`src/rtl/reset_sequencer.sv`:
```
// reset_sequencer
//   Synchronizes the board reset button and the clock-wizard lock flags into
//   the controller clock domain, waits for STRETCH cycles of continuous "ok",
//   then releases N_OUT active-low domain resets one at a time, GAP cycles
//   apart. Any loss of "ok" drops every output together and restarts from HOLD.
//
//   Optional feature: define RESET_SEQ_LOSS_COUNT_EN to add the saturating
//   loss_count output (counts RUN -> HOLD transitions caused by loss of "ok").
//
// Ports
//   CLK        : controller clock, all logic on posedge
//   RST_N      : synchronous active-low reset
//   ext_rst    : asynchronous active-high board reset button
//   locked     : [N_LOCK] asynchronous PLL/MMCM lock flags
//   rst_n_out  : [N_OUT] registered, sequenced active-low resets (bit 0 first)
//   seq_done   : high when every rst_n_out bit is released
//   loss_count : [CNT_W] saturating ok-loss counter (macro builds only)
module reset_sequencer #(
    parameter int N_LOCK      = 1,
    parameter int N_OUT       = 2,
    parameter int SYNC_STAGES = 2,
    parameter int STRETCH     = 16,
    parameter int GAP         = 4,
    parameter int CNT_W       = 8
) (
    input  logic              CLK,
    input  logic              RST_N,
    input  logic              ext_rst,
    input  logic [N_LOCK-1:0] locked,
    output logic [N_OUT-1:0]  rst_n_out,
    output logic              seq_done
`ifdef RESET_SEQ_LOSS_COUNT_EN
    ,
    output logic [CNT_W-1:0]  loss_count
`endif
);

    localparam int MAX_CNT = (STRETCH > GAP) ? STRETCH : GAP;
    localparam int CW      = $clog2(MAX_CNT) + 1;
    localparam int IW      = (N_OUT > 1) ? $clog2(N_OUT) : 1;

    typedef enum logic [1:0] {
        ST_HOLD,
        ST_STRETCH,
        ST_RELEASE,
        ST_RUN
    } state_t;

    // Synchronizer chains; index SYNC_STAGES-1 is the synchronized value.
    // ext chain resets asserted so the outputs stay held until the button
    // has genuinely been seen released.
    logic [SYNC_STAGES-1:0]             ext_sync;
    logic [SYNC_STAGES-1:0][N_LOCK-1:0] lock_sync;
    logic                               ok;

    state_t           state, state_nxt;
    logic [CW-1:0]    cnt, cnt_nxt;
    logic [IW-1:0]    idx, idx_nxt;
    logic [N_OUT-1:0] rst_nxt;

    always_ff @(posedge CLK) begin
        if (!RST_N) begin
            ext_sync  <= '1;
            lock_sync <= '0;
        end else begin
            ext_sync  <= {ext_sync[SYNC_STAGES-2:0], ext_rst};
            lock_sync <= {lock_sync[SYNC_STAGES-2:0], locked};
        end
    end

    assign ok = !ext_sync[SYNC_STAGES-1] && (&lock_sync[SYNC_STAGES-1]);

    always_ff @(posedge CLK) begin
        if (!RST_N) begin
            state     <= ST_HOLD;
            cnt       <= '0;
            idx       <= '0;
            rst_n_out <= '0;
        end else begin
            state     <= state_nxt;
            cnt       <= cnt_nxt;
            idx       <= idx_nxt;
            rst_n_out <= rst_nxt;
        end
    end

    always_comb begin
        state_nxt = state;
        cnt_nxt   = cnt;
        idx_nxt   = idx;
        rst_nxt   = rst_n_out;
        if (!ok) begin
            // Assertion is immediate and simultaneous from any state.
            state_nxt = ST_HOLD;
            cnt_nxt   = '0;
            idx_nxt   = '0;
            rst_nxt   = '0;
        end else begin
            case (state)
                ST_HOLD: begin
                    state_nxt = ST_STRETCH;
                    cnt_nxt   = '0;
                end
                ST_STRETCH: begin
                    // cnt starts at 0 on entry, so release lands STRETCH
                    // edges after the edge that first saw ok.
                    if (cnt == CW'(STRETCH - 1)) begin
                        rst_nxt[0] = 1'b1;
                        cnt_nxt    = '0;
                        idx_nxt    = '0;
                        state_nxt  = (N_OUT == 1) ? ST_RUN : ST_RELEASE;
                    end else begin
                        cnt_nxt = cnt + CW'(1);
                    end
                end
                ST_RELEASE: begin
                    if (cnt == CW'(GAP - 1)) begin
                        cnt_nxt = '0;
                        idx_nxt = idx + IW'(1);
                        for (int k = 1; k < N_OUT; k++) begin
                            if (IW'(k) == idx + IW'(1)) begin
                                rst_nxt[k] = 1'b1;
                                if (k == N_OUT - 1) state_nxt = ST_RUN;
                            end
                        end
                    end else begin
                        cnt_nxt = cnt + CW'(1);
                    end
                end
                ST_RUN: begin
                    rst_nxt = '1;
                end
                default: begin
                    state_nxt = ST_HOLD;
                    cnt_nxt   = '0;
                    idx_nxt   = '0;
                    rst_nxt   = '0;
                end
            endcase
        end
    end

    // RUN is entered on the same edge the last output bit is released.
    assign seq_done = (state == ST_RUN);

`ifdef RESET_SEQ_LOSS_COUNT_EN
    always_ff @(posedge CLK) begin
        if (!RST_N) begin
            loss_count <= '0;
        end else if (state == ST_RUN && !ok && loss_count != {CNT_W{1'b1}}) begin
            loss_count <= loss_count + CNT_W'(1);
        end
    end
`endif

endmodule

```
`config.mk`:
```
export PLATFORM = sky130hd
export DESIGN_NAME = reset_sequencer
export DESIGN_NICKNAME = d
export VERILOG_FILES = /design/src/rtl/reset_sequencer.sv
export SDC_FILE = /design/constraint.sdc
export NUM_CORES = 1
export LEC_CHECK = 0
export CAP_MARGIN = 15
export CORE_AREA = 4 4 54 56
export DETAILED_ROUTE_END_ITERATION = 10
export DIE_AREA = 0 0 58 60
export SETUP_SLACK_MARGIN = 0.02
export SKIP_LAST_GASP = 1
export SLEW_MARGIN = 40
export SYNTH_ARGS = -nofsm -noshare
export SYNTH_HDL_FRONTEND = slang
export SYNTH_SLANG_ARGS = --single-unit
```
`constraint.sdc`:
```
create_clock -name CLK -period 2.32 [get_ports CLK]
set_input_delay 0.464 -clock CLK [delete_from_list [all_inputs] [get_ports CLK]]
set_output_delay 0.464 -clock CLK [all_outputs]
set_load 0.02 [all_outputs]
```
==> flow_metrics.py <==
metrics = {
    "outcome": {
        "status": "completed",
    },
    "logic_synthesis": {
        "avgSynthCellArea_um2": 8.93,
        "synth_edf_count": 0,
        "syn_inst": 79,
        "synthMuxAreaShare_pct": 1.42,
        "syn_area_um2": 706,
        "synth-simple-area-share_pct": 22.7,
        "synth_xor_area_share_pct": 0,
        "synth_top_area_share_pct": 39.7,
        "synth_top_family_by_area": "simple AND/OR/NAND/NOR gates",
        "ys_ff_latch": 14,
        "synth_nets": 92,
        "synth_fa_ha_area_share_pct": 16.0,
        "ys_warn_count": 0,
        "synthFlopType": "dfxtp_1",
        "synth_area_leaders": "dfxtp_1, ha_1, a21oi_1, nor2_1, inv_1",
        "synth_compound_area_share_pct": 16.0,
        "ys_types": 26,
        "async_flop_share_pct": 0,
        "ys_seq_area_share_pct": 39.7,
        "synth_top_cell_by_area": "dfxtp_1",
    },
    "setup_path": {
        "startpoint_type": "flip-flop",
        "cp_slowest_stage_delay_ps": 620,
        "crit_type": "flip-flop to primary output",
        "reg2reg_slack_ps": 290,
        "r2r_end": "cnt[3]",
        "cp_data_required_time_ps": 1860,
        "critPathSlowestCell": "clkdlybuf4s50_1",
        "rr_startpoint": "cnt[0]",
        "critPathMaxFanout": 6,
        "reg2regPathDepth": 8,
        "cp_num_buf_inv": 1,
        "critPathArrivalTime_ps": 1580,
        "path_cells": "ha_1, clkdlybuf4s50_1",
        "crit_family": "buffers and inverters",
        "setup.worst_path.end_class": "primary output",
    },
    "grt": {
        "groute.usage.overall_pct": 9.23,
        "grt_pass1_wl_um": 2410,
        "grt_antenna_before_repair": 0,
        "grt.overflow.total": 0,
        "grt_pass1_vias": 556,
        "grt_max_degree": 11,
    },
    "sta": {
        "finalSetupViolCount": 0,
        "fin_setup_tns_ps": 0,
        "finalMaxSlewViolations": 0,
        "skew_ps": 4.55,
        "period_share_pct": 87.9,
        "layout_setup_ws_ps": 281,
        "hold_viol_final": 0,
        "min_period_ps": 2040,
        "rsz0062_at_grt": "false",
        "worst_slew_pin_slew_ps": 418,
        "relSlewSlack_pct": 71.9,
        "clock.fmax_mhz": 490,
    },
    "finish": {
        "fin_nets": 101,
        "area_growth_pct": 17.9,
        "antenna_cells": 0,
        "final_layout_size_suffix_gt1_share_pct": 5.75,
        "fill_cells": 262,
    },
    "hold_path": {
        "hold_path_depth": 1,
        "hold_end": "ext_sync[1]",
        "min-delay-start": "ext_sync[0]",
        "hold_path_class": "flip-flop to flip-flop",
    },
    "clock_network": {
        "clk_latency_ps": 280,
        "post_cts_resized": 0,
        "cts_sinks": 14,
        "cts_tree": "done",
        "cts_root_buffer": "clkbuf_4",
        "clk_pin_slew_ps": 90,
        "cts_setup_buffers": 0,
        "h-tree-depth": 1,
        "cts.hold.buffers_added": 0,
        "cts_buffers": 3,
        "cts.path.max_buffers": 2,
    },
    "route": {
        "wl_per_cell_um": 11.9,
        "vias_per_cell": 4.90,
        "routed_wl_um": 1400,
        "vias": 573,
        "drt_iter0_markers": 13,
        "firstDrtPassIters": 4,
        "postRouteAntennaNets": 0,
        "drcViolationCount": 0,
    },
    "floorplan": {
        "boundaryPins": 7,
        "die_x_um": 58,
        "die_h_um": 60,
        "coreArea_mm2": 0.00243,
        "fp-row-count": 18,
        "start_util_pct": 29.0,
        "die_area_mm2": 0.00348,
    },
    "placed_design": {
        "dp_slack_ps": 292,
        "gp_congestion": 0.727,
        "io_buffers": 6,
        "hpwl_um": 1030,
    },
    "power_and_ir_drop": {
        "powerDensity_mw_per_mm2": 519,
        "ir_drop_mv": 0.263,
        "power_leakage_nw": 0.313,
    },
    "run": {
        "drv_cap": 0,
    },
}
cells by family after synthesis:
logic type | after synthesis
DFF | 14
and+or+nand+nor | 29
muxes | 1
adders and majority gates | 9
buffers and inverters | 8
AOI/OAI and AO/OA | 18
cell usage in the layout, fill, tap and decap left out:
master           instances
nor2b_1                  1
or4_1                    1
mux2i_1                  1
ha_1                     9
nor2_1                   7
nand4b_1                 1
nand2_1                  4
clkdlybuf4s50_1          6
or2_1                    2
a21oi_1                  9
nor3_1                   2
o31ai_1                  3
nand3_1                  3
o21ai_1                  1
nor4_1                   1
a32oi_1                  2
nor3b_1                  1
a21o_1                   1
dfxtp_1                 14
nand2b_1                 2
a2111oi_0                1
or4b_4                   1
and2_1                   2
clkbuf_8                 1
a31oi_1                  1
inv_1                    6
or3_1                    1
clkbuf_4                 3
cell type report:
type / instances / area (µm²) / area share (%)
multi-input combinational: 57 / 395 / 47.5
sequential: 14 / 280 / 33.7
timing repair buffer: 6 / 60.1 / 7.22
tap: 30 / 37.5 / 4.51
clock buffer: 4 / 36.3 / 4.36
inverter: 6 / 22.5 / 2.71
how the worst max path moves through the flow:
| stage | start | endpoint | slack, ps | depth (start not counted) |
|---|---|---|---|---|
| floorplan | cnt[0] | idx | 590 | 5 |
| global placement | RST_N | idx | 330 | 5 |
| detailed placement | RST_N | idx | 290 | 5 |
| CTS | state[0] | seq_done | 240 | 2 |
| global route | cnt[0] | cnt[3] | 130 | 8 |
| finish | state[0] | seq_done | 280 | 2 |
metrics by stage:
stage | total power [mW] | cell area (µm²) | utilization [%] | hold WS [ps] | std cells
finish | 0.432 | 832 | 34.2 | 414 | 117
global route | 0.453 | 832 | 34.2 | 431 | 117
CTS | 0.438 | 832 | 34.2 | 420 | 117
detailed placement | 0.260 | 796 | 32.7 | 399 | 113
global placement | 0.260 | 796 | 32.7 | 402 | 113
floorplan | 0.253 | 706 | - | 386 | 79
flip-flops by register name (all words and copies together) (netlist names):
name	count
ext_sync	2
lock_sync	2
cnt	5
rst_n_out	2
state	2
idx	1
routing by layer:
layer | vias up | track usage (%) | share of wire (%) | wire [µm]
met1 | 256 | 9.57 | 41 | 575
met5 | - | 0 | 0 | 0
met2 | 18 | 16.3 | 50 | 702
li1 | 294 | - | - | -
met3 | 5 | 4.54 | 6.9 | 97
met4 | 0 | 2.98 | 1.4 | 20
where the power goes:
group / leakage (nW) / internal (mW) / switching [mW]
clock network: 0.0210 / 0.0956 / 0.0825
logic: 0.179 / 0.00665 / 0.00317
registers: 0.114 / 0.243 / 0.000846
worst register-to-register path: stages, from the launching register on:
cell and delay (ps):
dfxtp_1 380, ha_1 260, nand3_1 120, inv_1 50
ha_1 180, nor2b_1 280, a21o_1 200, nand2_1 90
a2111oi_0 360
cell usage after synthesis (2+ instances only):
library cell   n
nand2b_1       2
and2_1         2
dfxtp_1       14
inv_1          6
o31ai_1        3
nand3_1        3
clkbuf_1       2
ha_1           9
a32oi_1        2
a21oi_1        9
nor3_1         2
nand2_1        4
nor2_1         7
or2_1          2
Power figures use the tool's default switching activity.
